--- config.mk ---
export PLATFORM = sky130hd
export DESIGN_NAME = f2_scaler
export DESIGN_NICKNAME = d
export VERILOG_FILES = /design/src/rtl/f2_scaler.sv
export SDC_FILE = /design/constraint.sdc
export NUM_CORES = 1
export LEC_CHECK = 0
export CAP_MARGIN = 20
export CORE_MARGIN = 5
export CORE_UTILIZATION = 50
export DETAILED_ROUTE_END_ITERATION = 10
export GPL_TIMING_DRIVEN = 0
export MAX_ROUTING_LAYER = met4
export PLACE_DENSITY = 0.67
export SLEW_MARGIN = 20
export SYNTH_ARGS = -nofsm -noshare
export SYNTH_HDL_FRONTEND = slang
export SYNTH_SLANG_ARGS = --single-unit
--- constraint.sdc ---
create_clock -name clk -period 2.8 [get_ports clk]
set_clock_uncertainty 0.05 [all_clocks]
set_input_delay 0.28 -clock clk [delete_from_list [all_inputs] [get_ports clk]]
set_output_delay 0.28 -clock clk [all_outputs]
set_load 0.05 [all_outputs]
--- src/rtl/f2_scaler.sv ---
// Maps the 640x480 display raster onto a 16x16 source image for f2_RAM lookup.
// Coordinates come from error accumulators and are only valid while locked to a clean raster.
module f2_scaler #(
    parameter int H_ACTIVE = 640,
    parameter int V_ACTIVE = 480,
    parameter int H_TOTAL  = 800,
    parameter int V_TOTAL  = 525,
    parameter int SRC_W    = 16,
    parameter int SRC_H    = 16,
    parameter int CW       = 10,
    localparam int XIW     = $clog2(SRC_W),
    localparam int YIW     = $clog2(SRC_H)
) (
    input  logic           clk,
    input  logic           rst_n,
    input  logic           pxl_en,
    input  logic [CW-1:0]  current_x,
    input  logic [CW-1:0]  current_y,
    output logic [XIW-1:0] actual_pxl_x,
    output logic [YIW-1:0] actual_pxl_y,
    output logic           pxl_valid,
    output logic           locked
);

    localparam int XEW = $clog2(H_ACTIVE + SRC_W);
    localparam int YEW = $clog2(V_ACTIVE + SRC_H);

    localparam logic [CW-1:0]  X_LAST = CW'(H_TOTAL - 1);
    localparam logic [CW-1:0]  Y_LAST = CW'(V_TOTAL - 1);
    localparam logic [CW-1:0]  X_ACT  = CW'(H_ACTIVE);
    localparam logic [CW-1:0]  Y_ACT  = CW'(V_ACTIVE);
    localparam logic [XEW-1:0] X_STEP = XEW'(SRC_W);
    localparam logic [XEW-1:0] X_MOD  = XEW'(H_ACTIVE);
    localparam logic [YEW-1:0] Y_STEP = YEW'(SRC_H);
    localparam logic [YEW-1:0] Y_MOD  = YEW'(V_ACTIVE);
    localparam logic [XIW-1:0] X_MAX  = XIW'(SRC_W - 1);
    localparam logic [YIW-1:0] Y_MAX  = YIW'(SRC_H - 1);

    typedef enum logic {SEEK, RUN} state_t;

    state_t         state;
    state_t         state_nxt;

    logic [1:0]     rst_sync;
    logic           arst_n;

    logic [CW-1:0]  prev_x;
    logic [CW-1:0]  prev_y;
    logic [CW-1:0]  exp_x;
    logic [CW-1:0]  exp_y;
    logic           origin;
    logic           match;

    logic [XEW-1:0] x_err;
    logic [XEW-1:0] x_err_nxt;
    logic [XEW-1:0] x_sum;
    logic [XIW-1:0] x_idx;
    logic [XIW-1:0] x_idx_nxt;
    logic [YEW-1:0] y_err;
    logic [YEW-1:0] y_err_nxt;
    logic [YEW-1:0] y_sum;
    logic [YIW-1:0] y_idx;
    logic [YIW-1:0] y_idx_nxt;

    logic [XIW-1:0] pxl_x_nxt;
    logic [YIW-1:0] pxl_y_nxt;
    logic           valid_nxt;
    logic           locked_nxt;

    // Reset asserts immediately but releases two clocks later, aligned to clk.
    always_ff @(posedge clk or negedge rst_n) begin
        if (!rst_n) begin
            rst_sync <= '0;
        end else begin
            rst_sync <= {rst_sync[0], 1'b1};
        end
    end

    assign arst_n = rst_sync[1];

    always_comb begin
        exp_x = prev_x + CW'(1);
        exp_y = prev_y;
        if (prev_x == X_LAST) begin
            exp_x = '0;
            exp_y = (prev_y == Y_LAST) ? '0 : prev_y + CW'(1);
        end
    end

    assign origin = (current_x == '0) && (current_y == '0);
    assign match  = (current_x == exp_x) && (current_y == exp_y);

    always_ff @(posedge clk or negedge arst_n) begin
        if (!arst_n) begin
            state <= SEEK;
        end else if (pxl_en) begin
            state <= state_nxt;
        end
    end

    // A sample at (0,0) always (re)locks, even when it breaks the expected sequence.
    always_comb begin
        state_nxt = state;
        case (state)
            SEEK: if (origin) state_nxt = RUN;
            RUN:  if (!match && !origin) state_nxt = SEEK;
            default: state_nxt = SEEK;
        endcase
    end

    always_comb begin
        x_err_nxt = x_err;
        x_idx_nxt = x_idx;
        y_err_nxt = y_err;
        y_idx_nxt = y_idx;
        x_sum     = x_err + X_STEP;
        y_sum     = y_err + Y_STEP;
        if (state_nxt != RUN) begin
            x_err_nxt = '0;
            x_idx_nxt = '0;
            y_err_nxt = '0;
            y_idx_nxt = '0;
        end else begin
            if (current_x == '0) begin
                x_err_nxt = '0;
                x_idx_nxt = '0;
            end else if (current_x < X_ACT) begin
                if (x_sum >= X_MOD) begin
                    x_err_nxt = x_sum - X_MOD;
                    if (x_idx != X_MAX) x_idx_nxt = x_idx + XIW'(1);
                end else begin
                    x_err_nxt = x_sum;
                end
            end
            // Rows advance once per line, on the first pixel of each new line.
            if (origin) begin
                y_err_nxt = '0;
                y_idx_nxt = '0;
            end else if ((current_x == '0) && (current_y < Y_ACT)) begin
                if (y_sum >= Y_MOD) begin
                    y_err_nxt = y_sum - Y_MOD;
                    if (y_idx != Y_MAX) y_idx_nxt = y_idx + YIW'(1);
                end else begin
                    y_err_nxt = y_sum;
                end
            end
        end
    end

    always_ff @(posedge clk or negedge arst_n) begin
        if (!arst_n) begin
            prev_x <= '0;
            prev_y <= '0;
            x_err  <= '0;
            x_idx  <= '0;
            y_err  <= '0;
            y_idx  <= '0;
        end else if (pxl_en) begin
            prev_x <= current_x;
            prev_y <= current_y;
            x_err  <= x_err_nxt;
            x_idx  <= x_idx_nxt;
            y_err  <= y_err_nxt;
            y_idx  <= y_idx_nxt;
        end
    end

    always_comb begin
        locked_nxt = (state_nxt == RUN);
        valid_nxt  = locked_nxt && (current_x < X_ACT) && (current_y < Y_ACT);
        pxl_x_nxt  = valid_nxt ? x_idx_nxt : '0;
        pxl_y_nxt  = valid_nxt ? y_idx_nxt : '0;
    end

    always_ff @(posedge clk or negedge arst_n) begin
        if (!arst_n) begin
            actual_pxl_x <= '0;
            actual_pxl_y <= '0;
            pxl_valid    <= 1'b0;
            locked       <= 1'b0;
        end else if (pxl_en) begin
            actual_pxl_x <= pxl_x_nxt;
            actual_pxl_y <= pxl_y_nxt;
            pxl_valid    <= valid_nxt;
            locked       <= locked_nxt;
        end
    end

endmodule
* After elaboration in Yosys (flattened, before gate mapping)
Index checks and enable logic that the tools add are counted.
Operators by class: reduce and logical (&&, ||, !) cells 12, equality and inequality tests 8, muxes and demuxes 26, $add $sub $neg 8, bitwise gates (word level) 1, order comparisons 4
Operators by type and width (count):
- $mux W10 | 7
- $mux W4 | 12
- $mux W9 | 4
- $add A10 B1 Y10 const B | 2
- $eq A10 B10 Y1 | 2
- $eq A10 B10 Y1 const B | 2
- $logic_not A10 Y1 | 2
- $add A10 B5 Y10 const B | 1
- $ge A10 B10 Y1 const B | 1
- $lt A10 B10 Y1 const B | 1
- $lt A10 B9 Y1 const B | 1
- $sub A10 B10 Y10 const B | 1
- $add A9 B5 Y9 const B | 1
- $ge A9 B9 Y1 const B | 1
- $sub A9 B9 Y9 const B | 1
- $add A4 B1 Y4 const B | 2
- $ne A4 B4 Y1 const B | 2
- $logic_and A1 B1 Y1 | 6
- $reduce_and A2 Y1 | 2
- $ne A3 B1 Y1 const B | 1
- $ne A3 B2 Y1 const B | 1
- $logic_not A1 Y1 | 2
- $mux W1 | 2
- $pmux W1 S2 | 1
- $not A1 Y1 | 1
Word-level totals: input bits 23, flip-flop bits (word level) 59

* Logic depth before layout (Yosys ltp)
Gate-level depths: netlist of run 1.
depth after elaboration 12, gate-level depth with buffers 12, mapped depth without buffers 11

* Worst setup path after synthesis of run 1
OpenSTA, ideal clock, no wires.
path type register -> register, start reg prev_x[1], end reg y_err[4], arrival 2875 ps, required time 2684 ps, slack -191 ps, setup time 66 ps, path buffers 2, cell stages (with the launch flop) 12, path through dfrtp_1 > ha_1 > buf_2 > and4_1 > buf_2 > a41o_1 > o31ai_1 > or3_1 > a2111oi_2 > nand4_4 > nor4_4 > mux2_1
Between the ends: word-level cells in the longest chain between the ends 10, elaborated cells between the ends (all ways) 14, those cells by class 1 x add/sub; 4 x eq/ne; 5 x mux; 4 x reduce/logical
RTL lines:
- start, declared | line 47 | logic [CW-1:0] prev_x;
- start signal, assigned | line 159 | prev_x <= current_x;
- $add A10 B1 Y10 / $eq A10 B10 Y1 (equally long branches) | line 82, 84
- $mux W10 | line 84 | if (prev_x == X_LAST) begin
- $eq A10 B10 Y1 | line 91 | assign match = (current_x == exp_x) && (current_y == exp_y);
- $logic_and A1 B1 Y1 (*) | line 91
- $logic_not A1 Y1 (*) | line 106 | RUN: if (!match && !origin) state_nxt = SEEK;
- $logic_and A1 B1 Y1 (*) | line 106
- $mux W1 (*) | line 106
- $pmux W1 S2 (*) | line 104 | case (state)
- $ne A3 B2 Y1 (no source line)
- $reduce_and A2 Y1 (no source line)
- end signal, assigned | line 163 | y_err <= y_err_nxt;
- end, declared | line 59 | logic [YEW-1:0] y_err;
Every way passes the cells marked *; elsewhere a longest branch is shown, timed or not. A chain may end at the register's enable or synchronous reset.

* Final worst setup path of run 1
start reg prev_x[0], end reg y_err[4]
Same word-level chain as after synthesis.

==> metrics.log, run 1 <==
INFO  metric synth-edff-count = 0
INFO  metric placed_cell_area = 4190 um^2
INFO  metric synth_cell_types = 68
INFO  metric ir_worst_vdd = 219 uV
INFO  metric hold_buf_cts = 0
INFO  metric critPathMaxStageDelay = 0.42 ns
INFO  metric syn_area_per_cell = 9.26 um^2
INFO  metric clock_tree.root_cell = clkbuf_8
INFO  metric critPathCaptureType = register
INFO  metric ctsHtreeMaxLevel = 2
INFO  metric final.min_clock_period = 3.06 ns
INFO  metric finalMaxSlewViolations = 0
INFO  metric post_synth_instance_area = 3680 um^2
INFO  metric area.growth.synth_to_final = 31.9%
INFO  metric grtUsageMet2 = 0.359
INFO  metric synth_ff_type = dfrtp_1
INFO  metric die_height = 95.8 um
INFO  metric wire_per_inst = 18.0 um
INFO  metric grt_setup_unrepaired = true
INFO  metric drt-total-wl = 10200 um
INFO  metric synth_async_sr_flop_share = 1.00
INFO  metric setup_slack_at_placement = -0.601 ns
INFO  metric power.static_leakage = 1.92 nW
INFO  metric drcViolationCount = 0
INFO  metric via_count = 3526
INFO  metric cts_inserted_buffers = 5
INFO  metric relative_slew_margins = 0.377
INFO  metric num-nets-final = 501
INFO  metric route.antenna.remaining_nets = 0
INFO  metric tritoncts_num_sinks = 51
INFO  metric timing.critical_path.fanout_max = 8
INFO  metric top_level_ports = 33
INFO  metric cp_slowest_cell = a2111oi_4
INFO  metric dr_pass1_iterations = 5
INFO  metric fillerInstances = 616
INFO  metric ys_top_cells_by_area = dfrtp_1 35%, mux2_2 4.9%, nand2_1 3.8%
INFO  metric max_clock_freq = 326 MHz
INFO  metric final-hold-violation-count = 0
INFO  metric finalWorstSetupSlack = -0.265 ns
INFO  metric post-synth-top-area-cell = dfrtp_1
INFO  metric first_global_vias = 3224
INFO  metric gp_congestion = 0.866
INFO  metric worst-endpoint-required = 3.01 ns
INFO  metric cp_class = reg2reg
INFO  metric design.core.area = 7210 um^2
INFO  metric cp.arrival = 3.28 ns
INFO  metric synth.top_cell.area_share = 0.346
INFO  metric floorplan.die_area = 9180 um^2
INFO  metric power.density_cell_area = 374 nW/um^2
INFO  metric post_route_cells_drive_above_1_share = 0.248
INFO  metric antenna_found_initial = 0
INFO  metric ys_ff_latch = 51
INFO  metric timing.final.crit_share = 1.09
INFO  metric core.rowCount = 31
INFO  metric clock_tree_from_tritoncts = done
INFO  metric groute.layer.met1.usage = 0.303
INFO  metric run_status = finished, violations left
INFO  metric violated_checks = negative setup slack
INFO  metric worst_skew_pair.late_latency = 0.32 ns
INFO  metric dieWidth = 95.8 um
INFO  metric top_usage_layer = met2
INFO  metric critical_path.cell_chain = ha_2 -> buf_6 -> and4_1 -> buf_6 -> a41o_1 -> o31ai_4 -> or3_4 -> a2111oi_4 -> nand4_4 -> buf_6 -> o31ai_4 -> mux2_4
INFO  metric pin_count_of_the_biggest_net_entering_global_routing = 27
INFO  metric worst_path_most_repeated_cell = buf_6
INFO  metric antenna_diode_count = 0
INFO  metric worst_slew_pin_slew = 0.925 ns
INFO  metric port-buffer-count = 32
INFO  metric grt_use_total = 0.225
INFO  metric synth.yosys.seq_area_share = 0.346
INFO  metric number_of_failing_setup_endpoints_in_the_final_timing_report = 27
INFO  metric number_of_synthesis_warnings = 0
INFO  metric max-clock-path-buffers = 2
INFO  metric vias_per_cell = 6.22
INFO  metric max_cap_viol_count = 0
INFO  metric final.setup.tns = -3.59 ns
INFO  metric groute.layer.met3.usage = 0.0258
INFO  metric syn_nets = 432
INFO  metric fin_area = 4860 um^2
INFO  metric timing.hold.worst.class = in2async
INFO  metric cp-start-kind = register
INFO  metric worst_setup_hold_path_clk_slew = 0.11 ns
INFO  metric grt_first_pass_wirelength = 15600 um
INFO  metric netlist_instances = 398
INFO  metric floorplan.initialDensity = 0.511
INFO  metric post-dp-hpwl = 7010 um
INFO  metric grt-ovfl-total = 0
INFO  metric drt_iter0_markers = 119
[sequential cells by signal (all words and copies together) (netlist names)]
register,flops
prev_x,10
rst_sync,2
y_err,5
y_idx,4
locked,1
actual_pxl_x,4
pxl_valid,1
prev_y,10
actual_pxl_y,4
x_idx,4
x_err,6
[logic make-up after synthesis]
group / share of synthesized area
buffers and inverters: 0.0360
AOI/OAI and AO/OA: 0.215
muxes: 0.0656
adders and majority gates: 0.0374
other: 0.00102
DFF: 0.346
xor gates and xnor gates: 0.0547
and+or+nand+nor: 0.244
[cell usage after synthesis, types with 3 or more instances]
cell type   n
dfrtp_1    51
nand2_1    37
nand3_1    25
o21ai_0    25
inv_1      17
mux2_2     16
xnor2_1    15
nor2_1     13
ha_1       11
nor4_1     11
nand4_1    10
a31oi_1     9
clkbuf_1    9
o31ai_1     9
and4_1      8
xor2_1      8
a22o_1      7
a21oi_1     6
and3_1      6
o2bb2ai_1   6
a32oi_1     5
mux2i_1     5
nand2b_1    5
nor2b_1     5
nor3_1      5
nor4b_1     5
a21o_1      4
and2_1      4
buf_2       4
o211ai_1    4
a211o_1     3
a211oi_1    3
nand4b_1    3
nor3b_1     3
[power breakdown]
group | switching [W] | internal (W)
logic | 0.000238 | 0.000190
clock network | 0.000282 | 0.000295
registers | 0.0000468 | 0.000766
total | 0.000567 | 0.00125
[per-layer routing]
layer / up-vias / routed length (um)
met1: 1748 / 4670
met2: 92 / 4920
met4: 0 / 140
li1: 1671 / -
met3: 15 / 457
met5: - / 0
[path summary, 6_finish.rpt]
check	start	to	slack (ns)	depth (start not counted)
setup / recovery	prev_x[0]$_DFFE_PN0P_	y_err[4]$_DFFE_PN0P_	-0.26	12
hold / removal	rst_n	rst_sync[0]$_DFF_PN0_	0.05	1
setup reg to reg	prev_x[0]$_DFFE_PN0P_	y_err[4]$_DFFE_PN0P_	-0.26	12
hold reg to reg	rst_sync[1]$_DFF_PN0_	prev_x[8]$_DFFE_PN0P_	0.22	0
max in group asynchronous	rst_sync[1]$_DFF_PN0_	actual_pxl_y[1]$_DFFE_PN0P_	1.94	1
min in group clk	rst_sync[0]$_DFF_PN0_	rst_sync[1]$_DFF_PN0_	0.31	0
[timing repair]
action,in CTS,in global routing
buffers inserted,17,13
endpoints found under the setup margin,29,29
gates resized for setup,31,37
pin swaps,25,27
gates cloned,0,1
[per-stage QoR]
| stage | hold WS, ns | instances | util | power [W] |
|---|---|---|---|---|
| after global routing | 0.0548 | 567 | 0.673 | 0.00189 |
| after global placement | 0.288 | 529 | 0.577 | 0.00117 |
| after detailed placement | 0.232 | 530 | 0.580 | 0.00117 |
| after CTS | 0.0565 | 555 | 0.636 | 0.00179 |
| after floorplan | -0.0656 | 398 | - | 0.00105 |
| final | 0.0547 | 567 | 0.673 | 0.00182 |
[critical path: cells and delay by family, from the launching register on]
family,cells,cell delay [ns]
and+or+nand+nor,3,0.75
AOI/OAI and AO/OA,4,1.03
buffers and inverters,3,0.41
adders and majority gates,1,0.18
muxes,1,0.21
DFF,1,0.38
[cell usage in the layout, fill, tap and decap left out, types with 8 or more instances in the layout]
master	n
a31oi_1	9
and4_1	8
buf_4	25
buf_6	8
clkbuf_1	8
clkdlybuf4s50_1	32
dfrtp_1	49
ha_1	8
inv_1	17
mux2_2	16
nand2_1	36
nand3_1	21
nand4_1	10
nor2_1	13
o21ai_0	20
xnor2_1	13
[layout make-up]
class / count / area, um^2 / area share
buffer: 14 / 95.1 / 0.0196
clock buffer: 6 / 82.6 / 0.0170
clock inverter: 2 / 38.8 / 0.00799
inverter: 17 / 63.8 / 0.0131
multi-input combinational: 316 / 2600 / 0.536
sequential: 51 / 1280 / 0.263
tap: 99 / 124 / 0.0255
timing repair buffer: 62 / 573 / 0.118
Note: power is estimated with default switching activity, not from simulation.
==> run 2: changes to the inputs <==
PLACE_DENSITY = 0.71   (was 0.67)
==> run 2 against run 1 <==
Effect of this change: the flow still finishes with violations (negative setup slack); sequential power rose by 1%; clock power fell by 7.6%; non-clock buffer count did not move; first-iteration DRC count rose by 110%; largest power group unchanged.
==> metrics.log, run 2 (synthesis results as in run 1) <==
INFO  metric run_status = finished, violations left
INFO  metric violated_checks = negative setup slack
INFO  metric cp_class = reg2reg
INFO  metric design.core.area = 7210 um^2
INFO  metric cp.arrival = 3.17 ns
INFO  metric fin_util = 0.667
INFO  metric drt_iter0_markers = 252
INFO  metric area.growth.synth_to_final = 30.6%
INFO  metric ctsHtreeMaxLevel = 2
INFO  metric max_cap_viol_count = 0
INFO  metric largestRegisters = prev_x (10), prev_y (10), x_err (6)
INFO  metric wire_per_inst = 18.1 um
INFO  metric die_height = 95.8 um
INFO  metric ir_worst_vdd = 217 uV
INFO  metric cts_inserted_buffers = 5
INFO  metric final.min_clock_period = 2.97 ns
INFO  metric grt_use_total = 0.236
INFO  metric post_route_cells_drive_above_1_share = 0.265
INFO  metric timing.critical_path.fanout_max = 5
INFO  metric relative_slew_margins = 0.439
INFO  metric timing.reg2reg.worst_path_depth = 12
INFO  metric tritoncts_num_sinks = 51
INFO  metric antenna_found_initial = 0
INFO  metric antenna_diode_count = 0
INFO  metric grt_first_pass_wirelength = 16600 um
INFO  metric worst_slew_pin_slew = 0.832 ns
INFO  metric worst-endpoint-required = 3.00 ns
INFO  metric first_global_vias = 3374
INFO  metric dieWidth = 95.8 um
INFO  metric power.static_leakage = 1.89 nW
INFO  metric core.rowCount = 31
INFO  metric timing.hold.worst.class = in2async
INFO  metric max_clock_freq = 337 MHz
INFO  metric number_of_failing_setup_endpoints_in_the_final_timing_report = 18
INFO  metric worst_setup_hold_path_clk_slew = 0.10 ns
INFO  metric num-nets-final = 501
INFO  metric top_level_ports = 33
INFO  metric setup_slack_at_placement = -0.645 ns
INFO  metric grt-ovfl-total = 0
INFO  metric pin_count_of_the_biggest_net_entering_global_routing = 27
INFO  metric worst_skew_pair.late_latency = 0.31 ns
INFO  metric max-clock-path-buffers = 2
INFO  metric route.antenna.remaining_nets = 0
INFO  metric timing.final.crit_share = 1.06
INFO  metric grt_setup_unrepaired = true
INFO  metric finalMaxSlewViolations = 0
INFO  metric finalWorstSetupSlack = -0.168 ns
INFO  metric hold_buf_cts = 0
INFO  metric drt-total-wl = 10300 um
INFO  metric vias_per_cell = 6.23
INFO  metric power.density_cell_area = 370 nW/um^2
INFO  metric fin_worst_hold_slack = 0.0634 ns
INFO  metric critPathCaptureType = register
INFO  metric layout_common_cells = 45 x dfrtp_1, 35 x nand2_1, 32 x clkdlybuf4s50_1
INFO  metric drcViolationCount = 0
INFO  metric floorplan.initialDensity = 0.511
INFO  metric via_count = 3531
INFO  metric cp-start-kind = register
INFO  metric port-buffer-count = 32
INFO  metric clock_tree.root_cell = clkbuf_8
INFO  metric fillerInstances = 589
INFO  metric final-hold-violation-count = 0
INFO  metric dr_pass1_iterations = 5
INFO  metric final_common_cell = dfrtp_1
INFO  metric gp_congestion = 0.906
INFO  metric post-dp-hpwl = 6980 um
INFO  metric floorplan.die_area = 9180 um^2
INFO  metric clock_tree_from_tritoncts = done
-- run 2: changes by cell type in the layout (fill, tap and decap cells not counted), moves of 3 or more --
cell | previous run | this run
dfrtp_1 | 49 | 45
o21ai_1 | 3 | 6
buf_6 | 8 | 2
dfrtp_2 | 2 | 6
ha_2 | 3 | 0
buf_4 | 25 | 31
-- run 2: worst paths after layout --
| check | slack [ns] | end | start |
|---|---|---|---|
| worst min-delay path | 0.06 | rst_sync[1]$_DFF_PN0_ | rst_n |
| min in group clk | 0.32 | rst_sync[1]$_DFF_PN0_ | rst_sync[0]$_DFF_PN0_ |
| max in group asynchronous | 1.90 | prev_x[6]$_DFFE_PN0P_ | rst_sync[1]$_DFF_PN0_ |
| worst max-delay path | -0.17 | y_err[4]$_DFFE_PN0P_ | prev_y[0]$_DFFE_PN0P_ |
| worst min register to register | 0.24 | prev_y[5]$_DFFE_PN0P_ | rst_sync[1]$_DFF_PN0_ |
| worst max register to register | -0.17 | y_err[4]$_DFFE_PN0P_ | prev_y[0]$_DFFE_PN0P_ |
-- run 2: routing by layer --
| layer | track usage | up-vias | routed length [um] |
|---|---|---|---|
| met5 | - | - | 0 |
| met4 | 0.0509 | 0 | 129 |
| met3 | 0.0297 | 17 | 411 |
| met2 | 0.376 | 88 | 5030 |
| met1 | 0.324 | 1760 | 4710 |
| li1 | - | 1666 | - |
-- run 2: worst max-delay path, stage by stage, from the launching register on --
cell       delay, ns
dfrtp_2         0.42
inv_2           0.07
ha_1            0.16
nor4b_4         0.33
buf_4           0.19
a221oi_1        0.08
nor3_2          0.26
xnor2_2         0.15
a2111oi_4       0.40
nand4_4         0.22
nor4_4          0.26
buf_4           0.18
mux2_4          0.14
-- run 2: final cells by class --
cell class | count | area [um^2] | area share
buffer | 11 | 62.6 | 0.0130
clock buffer | 6 | 72.6 | 0.0151
clock inverter | 2 | 37.5 | 0.00780
inverter | 17 | 63.8 | 0.0133
multi-input combinational | 316 | 2580 | 0.537
sequential | 51 | 1280 | 0.267
tap | 99 | 124 | 0.0258
timing repair buffer | 65 | 584 | 0.121
-- run 2: where the power goes --
group | switching (W) | internal, W
logic | 0.000237 | 0.000189
registers | 0.0000538 | 0.000767
clock network | 0.000266 | 0.000267
-- run 2: through the flow --
step	setup TNS, ns	cells	power (W)	area (um^2)
global placement	-14.32	529	0.00117	4160
global route	-4.55	567	0.00186	4810
floorplan	-0.000208	398	0.00105	3720
detailed placement	-14.78	530	0.00118	4190
finish	-1.26	567	0.00178	4810
CTS	-1.74	556	0.00176	4610
-- run 2: timing repair --
action / 4_1_cts / 5_1_grt
cloned: 0 / 1
endpoints found under the setup margin: 29 / 29
buffers inserted: 20 / 12
gates resized for setup: 34 / 37
pin swaps: 22 / 22
